### config.mk
export PLATFORM = sky130hd
export DESIGN_NAME = tile_out_arbiter
export DESIGN_NICKNAME = d
export VERILOG_FILES = /design/src/rtl/tile_pkg.sv /design/src/rtl/tile_out_arbiter_rr_pick.sv /design/src/rtl/tile_out_arbiter.sv
export SDC_FILE = /design/constraint.sdc
export NUM_CORES = 1
export LEC_CHECK = 0
export CAP_MARGIN = 20
export CELL_PAD_IN_SITES_DETAIL_PLACEMENT = 0
export CELL_PAD_IN_SITES_GLOBAL_PLACEMENT = 1
export CORE_ASPECT_RATIO = 2
export CORE_MARGIN = 5
export CORE_UTILIZATION = 20
export DETAILED_ROUTE_END_ITERATION = 6
export PLACE_DENSITY_LB_ADDON = 0.12
export SYNTH_ARGS = -nofsm -noshare
export SYNTH_HDL_FRONTEND = slang
export SYNTH_HIERARCHICAL = 1
export SYNTH_SLANG_ARGS = --single-unit
### constraint.sdc
create_clock -name clk_tl -period 2.3 [get_ports clk_tl]
set_clock_uncertainty 0.05 [all_clocks]
set_input_delay 0.69 -clock clk_tl [delete_from_list [all_inputs] [get_ports clk_tl]]
set_output_delay 0.69 -clock clk_tl [all_outputs]
set_load 0.1 [all_outputs]
### src/rtl/tile_pkg.sv
// Shared tile-level types and constants for the tile network datapath.
package tile_pkg;

   localparam int NREQ_DEF = 4;
   localparam int XW       = 4;
   localparam int QW       = 8;

   typedef logic [XW-1:0][QW-1:0] vec_t;

   typedef enum logic {
      IDLE = 1'b0,
      LOCK = 1'b1
   } arb_state_e;

endpackage

### src/rtl/tile_out_arbiter_rr_pick.sv
// Combinational rotating-priority picker: first eligible index after rr_ptr, modulo NREQ.
module rr_pick #(
   parameter int NREQ = 4,
   parameter int IDW  = 2
) (
   input  logic [NREQ-1:0] eligible,
   input  logic [IDW-1:0]  rr_ptr,
   output logic            any,
   output logic [IDW-1:0]  idx
);

   function automatic logic [IDW-1:0] wrap_idx(input logic [IDW-1:0] base, input int k);
      return IDW'((int'(base) + k) % NREQ);
   endfunction

   // Walk from the farthest candidate back to rr_ptr+1 so the nearest eligible one wins.
   always_comb begin
      any = 1'b0;
      idx = '0;
      for (int k = NREQ; k >= 1; k--) begin
         if (eligible[wrap_idx(rr_ptr, k)]) begin
            any = 1'b1;
            idx = wrap_idx(rr_ptr, k);
         end
      end
   end

endmodule

### src/rtl/tile_out_arbiter.sv
// Round-robin arbiter sharing the tile-to-network vector port; grant held for the whole serialization.
//   state | meaning
//   IDLE  | no grant; pick next eligible requester after rr_ptr
//   LOCK  | grant_id_o owns the port until handshake or flush
module tile_out_arbiter
   import tile_pkg::*;
#(
   parameter int NREQ = NREQ_DEF,
   parameter int CNTW = 16,
   localparam int IDW = (NREQ > 1) ? $clog2(NREQ) : 1
) (
   input  logic                             clk_tl,
   input  logic                             rstn_tl,
   input  logic                             flush_i,
   input  logic [NREQ-1:0]                  req_mask_i,
   input  logic [NREQ-1:0][XW-1:0][QW-1:0]  req_data_i,
   input  logic [NREQ-1:0]                  req_valid_i,
   output logic [NREQ-1:0]                  req_ready_o,
   output logic [XW-1:0][QW-1:0]            mio_data_o,
   output logic                             mio_valid_o,
   input  logic                             mio_ready_i,
   output logic [IDW-1:0]                   grant_id_o,
   output logic                             busy_o,
   output logic [CNTW-1:0]                  xfer_cnt_o
);

   arb_state_e      state_q, state_d;
   logic [IDW-1:0]  rr_ptr_q;
   logic [IDW-1:0]  grant_q;
   logic [CNTW-1:0] xfer_cnt_q;
   logic [NREQ-1:0] eligible;
   logic            pick_any;
   logic [IDW-1:0]  pick_idx;
   logic            lock;
   logic            handshake;
   vec_t            sel_data;

   assign eligible = req_valid_i & req_mask_i;

   rr_pick #(
      .NREQ (NREQ),
      .IDW  (IDW)
   ) u_rr_pick (
      .eligible (eligible),
      .rr_ptr   (rr_ptr_q),
      .any      (pick_any),
      .idx      (pick_idx)
   );

   assign lock = (state_q == LOCK);

   // Grant is sticky: mask changes and valid drops from the owner do not release it.
   always_comb begin
      sel_data    = '0;
      mio_valid_o = 1'b0;
      req_ready_o = '0;
      if (lock) begin
         sel_data              = req_data_i[grant_q];
         mio_valid_o           = req_valid_i[grant_q];
         req_ready_o[grant_q]  = mio_ready_i;
      end
   end

   assign mio_data_o = sel_data;
   assign handshake  = mio_valid_o & mio_ready_i;

   always_comb begin
      state_d = state_q;
      case (state_q)
         IDLE:    if (pick_any)  state_d = LOCK;
         LOCK:    if (handshake) state_d = IDLE;
         default: state_d = IDLE;
      endcase
      if (flush_i) state_d = IDLE;
   end

   always_ff @(posedge clk_tl or negedge rstn_tl) begin
      if (!rstn_tl) begin
         state_q    <= IDLE;
         rr_ptr_q   <= IDW'(NREQ - 1);
         grant_q    <= '0;
         xfer_cnt_q <= '0;
      end else begin
         state_q <= state_d;
         if (!flush_i) begin
            if (!lock && pick_any) grant_q <= pick_idx;
            if (handshake) begin
               rr_ptr_q   <= grant_q;
               xfer_cnt_q <= xfer_cnt_q + CNTW'(1);
            end
         end
      end
   end

   assign grant_id_o = grant_q;
   assign busy_o     = lock;
   assign xfer_cnt_o = xfer_cnt_q;

endmodule

==> results by group <==
Synthesis
  – Async SR Flop Fraction: 1.00
  – Dominant cell type by area after synthesis: mux4_2
  – Yosys reg bits: 21
  – Cell area after synthesis: approximately 0.0022 mm^2
  – Area contributors post-synth: mux4_2 (33%), dfrtp_1 (22%), and2_1 (11%), xnor2_1 (6.0%), o2111ai_1 (3.2%)
  – Number of synthesized flops with an enable pin: 0
  – Most used DFF post-synth: dfrtp_1
  – Commonest cells in the netlist: and2_1 (37), mux4_2 (32), dfrtp_1 (19), xnor2_1 (15), o2111ai_1 (8)
  – Syn Area/Cell: ~12 um^2
  – Mapped Cells: around 190
  – Cell with the most instances after synthesis: and2_1
  – Post-synth top area share: 0.331
  – Post-Syn Nets: between 300 and 400
  – Ys Warns: 6
  – Yosys cell types: 38
  – Sequential share of the synthesized area: 0.243

Final layout
  – Layout cells sized above 1: 0.432
  – Final nets: 540
  – Area occupied by multi-input gates: around 0.0017 mm^2
  – Sequential cell area: 539 um^2
  – Fillcell total: around 1.0k
  – Final Non-Filler Cells: 539
  – Area Growth Syn to Fin: 135%

Route
  – Drt total wl: about 11000 um
  – Router iterations before antenna repair: 4
  – Wire per inst: 19.6 um
  – Residual DRC: 0
  – Vias per inst: around 4.6
  – Via count: between 2k and 2.5k
  – Number of DRC markers in iteration 0: 48
  – Remaining antenna violation count: 0

Die
  – Core Footprint: about 0.011 mm^2
  – Die Ht: about 160 um
  – Initial core utilization: 0.201
  – Die Area: about 0.013 mm^2
  – Die X: between 80 and 90 um
  – # IOs: slightly below 200
  – Site Rows: 54

STA
  – FMAX: ~400 MHz
  – Final period util: 1.09
  – WHS: ~460 ps
  – Min cycle time layout: ~2500 ps
  – Final worst setup slack: -196 ps
  – Final Slew Violations: 0
  – Hold Vio Cnt, Final: 0
  – # setup viols final: 33
  – RSZ-0062 raised after global routing: true
  – Relative slew slack: 0.747
  – Worst Tran Pin Value: 377 ps
  – TNS Setup: -5700 ps

Worst setup path
  – Crit path capture type: output pin
  – Crit path DAT: 1760 ps
  – Crit Path Class: reg2out
  – Critical Path Source Type: register
  – Req. time, crit path: approximately 1600 ps
  – Critical Path Fanout Max: 14
  – Reg2Reg Depth: 7

Place
  – Post-DP HPWL: 8970 um
  – Final GP Congestion: between 0.8 and 0.9
  – IO buf count: around 200
  – Placed cells: 530

GRT
  – Total global routing track utilization: 0.158
  – First-pass GRT wire length: 16300 um
  – Vias in the first global route: about 2.6k
  – Largest net degree at the start of global routing: 30
  – Initial antenna violation count: 2
  – Total gr overflow: 0

Clocking
  – Bufs on Longest Clock Path: 2
  – Clock tree root buffer cell: clkbuf_16
  – Clk sink count: 21
  – CTS tree: built
  – Worst skew pair latency: about 260 ps
  – H-tree depth: 1
  – Worst-path clk slew: roughly 60 ps
  – Cts bufs inserted: 3
  – Cts hold-fix bufs: 0

Power and ir drop
  – Maximum vdd drop: approximately 0.00054 V
  – P per Cell Area: 892 mW/mm^2
  – Static Leakage: 2.21 nW

Status
  – Status: finished with violations
  – Violated checks: negative setup slack

Min path
  – HP Class: reg2reg
  – Worst hold stages: 1

Job
  – Number of max-cap violations: 0
[per-layer routing]
metal	part of all wire	global-route usage
met1	0.39	0.194
met2	0.52	0.282
met3	0.078	0.0398
met4	0.010	0.0291
met5	0.0012	0
[cell type report]
type / instances / area share
Sequential cell: 21 / 0.105
Tap cell: 140 / 0.0342
Inverter: 4 / 0.00293
Multi-Input combinational cell: 147 / 0.332
Antenna cell: 1 / 0.000488
Clock buffer: 4 / 0.0154
Timing Repair Buffer: 222 / 0.510
[worst paths after layout]
| path | end | startpoint | slack (ps) |
|---|---|---|---|
| setup / recovery | mio_data_o[7] | grant_id_o[0] | -200 |
| hold / removal | xfer_cnt_o[12] | xfer_cnt_o[12] | 460 |
| setup reg to reg | xfer_cnt_o[15] | grant_id_o[1] | 320 |
| hold reg to reg | xfer_cnt_o[12] | xfer_cnt_o[12] | 460 |
| max in group asynchronous | rr_ptr_q[1] | rstn_tl | 1200 |
| min in group asynchronous | xfer_cnt_o[9] | rstn_tl | 720 |
[flip-flops by register name, indices dropped and copies added, names as in the netlist]
signal and count:
grant_id_o 2, busy_o 1, xfer_cnt_o 16, rr_ptr_q 2
[per-stage QoR]
stage	power, mW	setup WS (ps)	utilization	area (um^2)
after floorplan	3.01	-239	-	2400
after global placement	4.26	-379	0.477	5160
after detailed placement	4.28	-384	0.477	5160
after CTS	4.63	-214	0.474	5120
after global routing	4.76	-252	0.474	5130
final	4.57	-196	0.474	5130
[cells in the final DEF (no fill, tap or decap), types with 3 or more instances in the layout]
master,count
dlygate4sd2_1,120
buf_12,60
mux4_2,32
and2_4,32
buf_4,23
dfrtp_1,16
xnor2_1,15
clkdlybuf4s15_1,13
o2111ai_1,8
nor2_1,6
clkdlybuf4s50_1,6
and2_1,5
and3_1,5
inv_1,4
mux2_2,4
o211ai_1,3
o21ai_1,3
dfrtp_4,3
clkbuf_16,3
nand2b_1,3
[worst max-delay path: stages, from the launching register on]
cell,delay (ps)
dfrtp_4,460
buf_12,180
mux4_2,510
and2_4,180
buf_12,160
[logic make-up after synthesis]
group,after synthesis,synth area share
AOI/OAI and AO/OA,22,0.0764
xor gates and xnor gates,15,0.0603
adders and majority gates,1,0.00575
buffers and inverters,19,0.0402
DFF,21,0.243
muxes,40,0.371
and+or+nand+nor,69,0.204
[power by group]
| part | internal (mW) | switching (mW) | leakage (nW) |
|---|---|---|---|
| logic | 1.64 | 2.00 | 1.90 |
| clock network | 0.236 | 0.135 | 0.0382 |
| registers | 0.442 | 0.121 | 0.273 |
[what timing repair did]
item / in CTS / in global routing
cloned: 0 / 0
endpoints found under the setup margin: 37 / 35
pin swaps: 12 / 2
resized for setup: 148 / 0
endpoints found under the hold margin: 0 / 0
setup buffers: 4 / 0
Note: power is estimated with default switching activity, not from simulation.
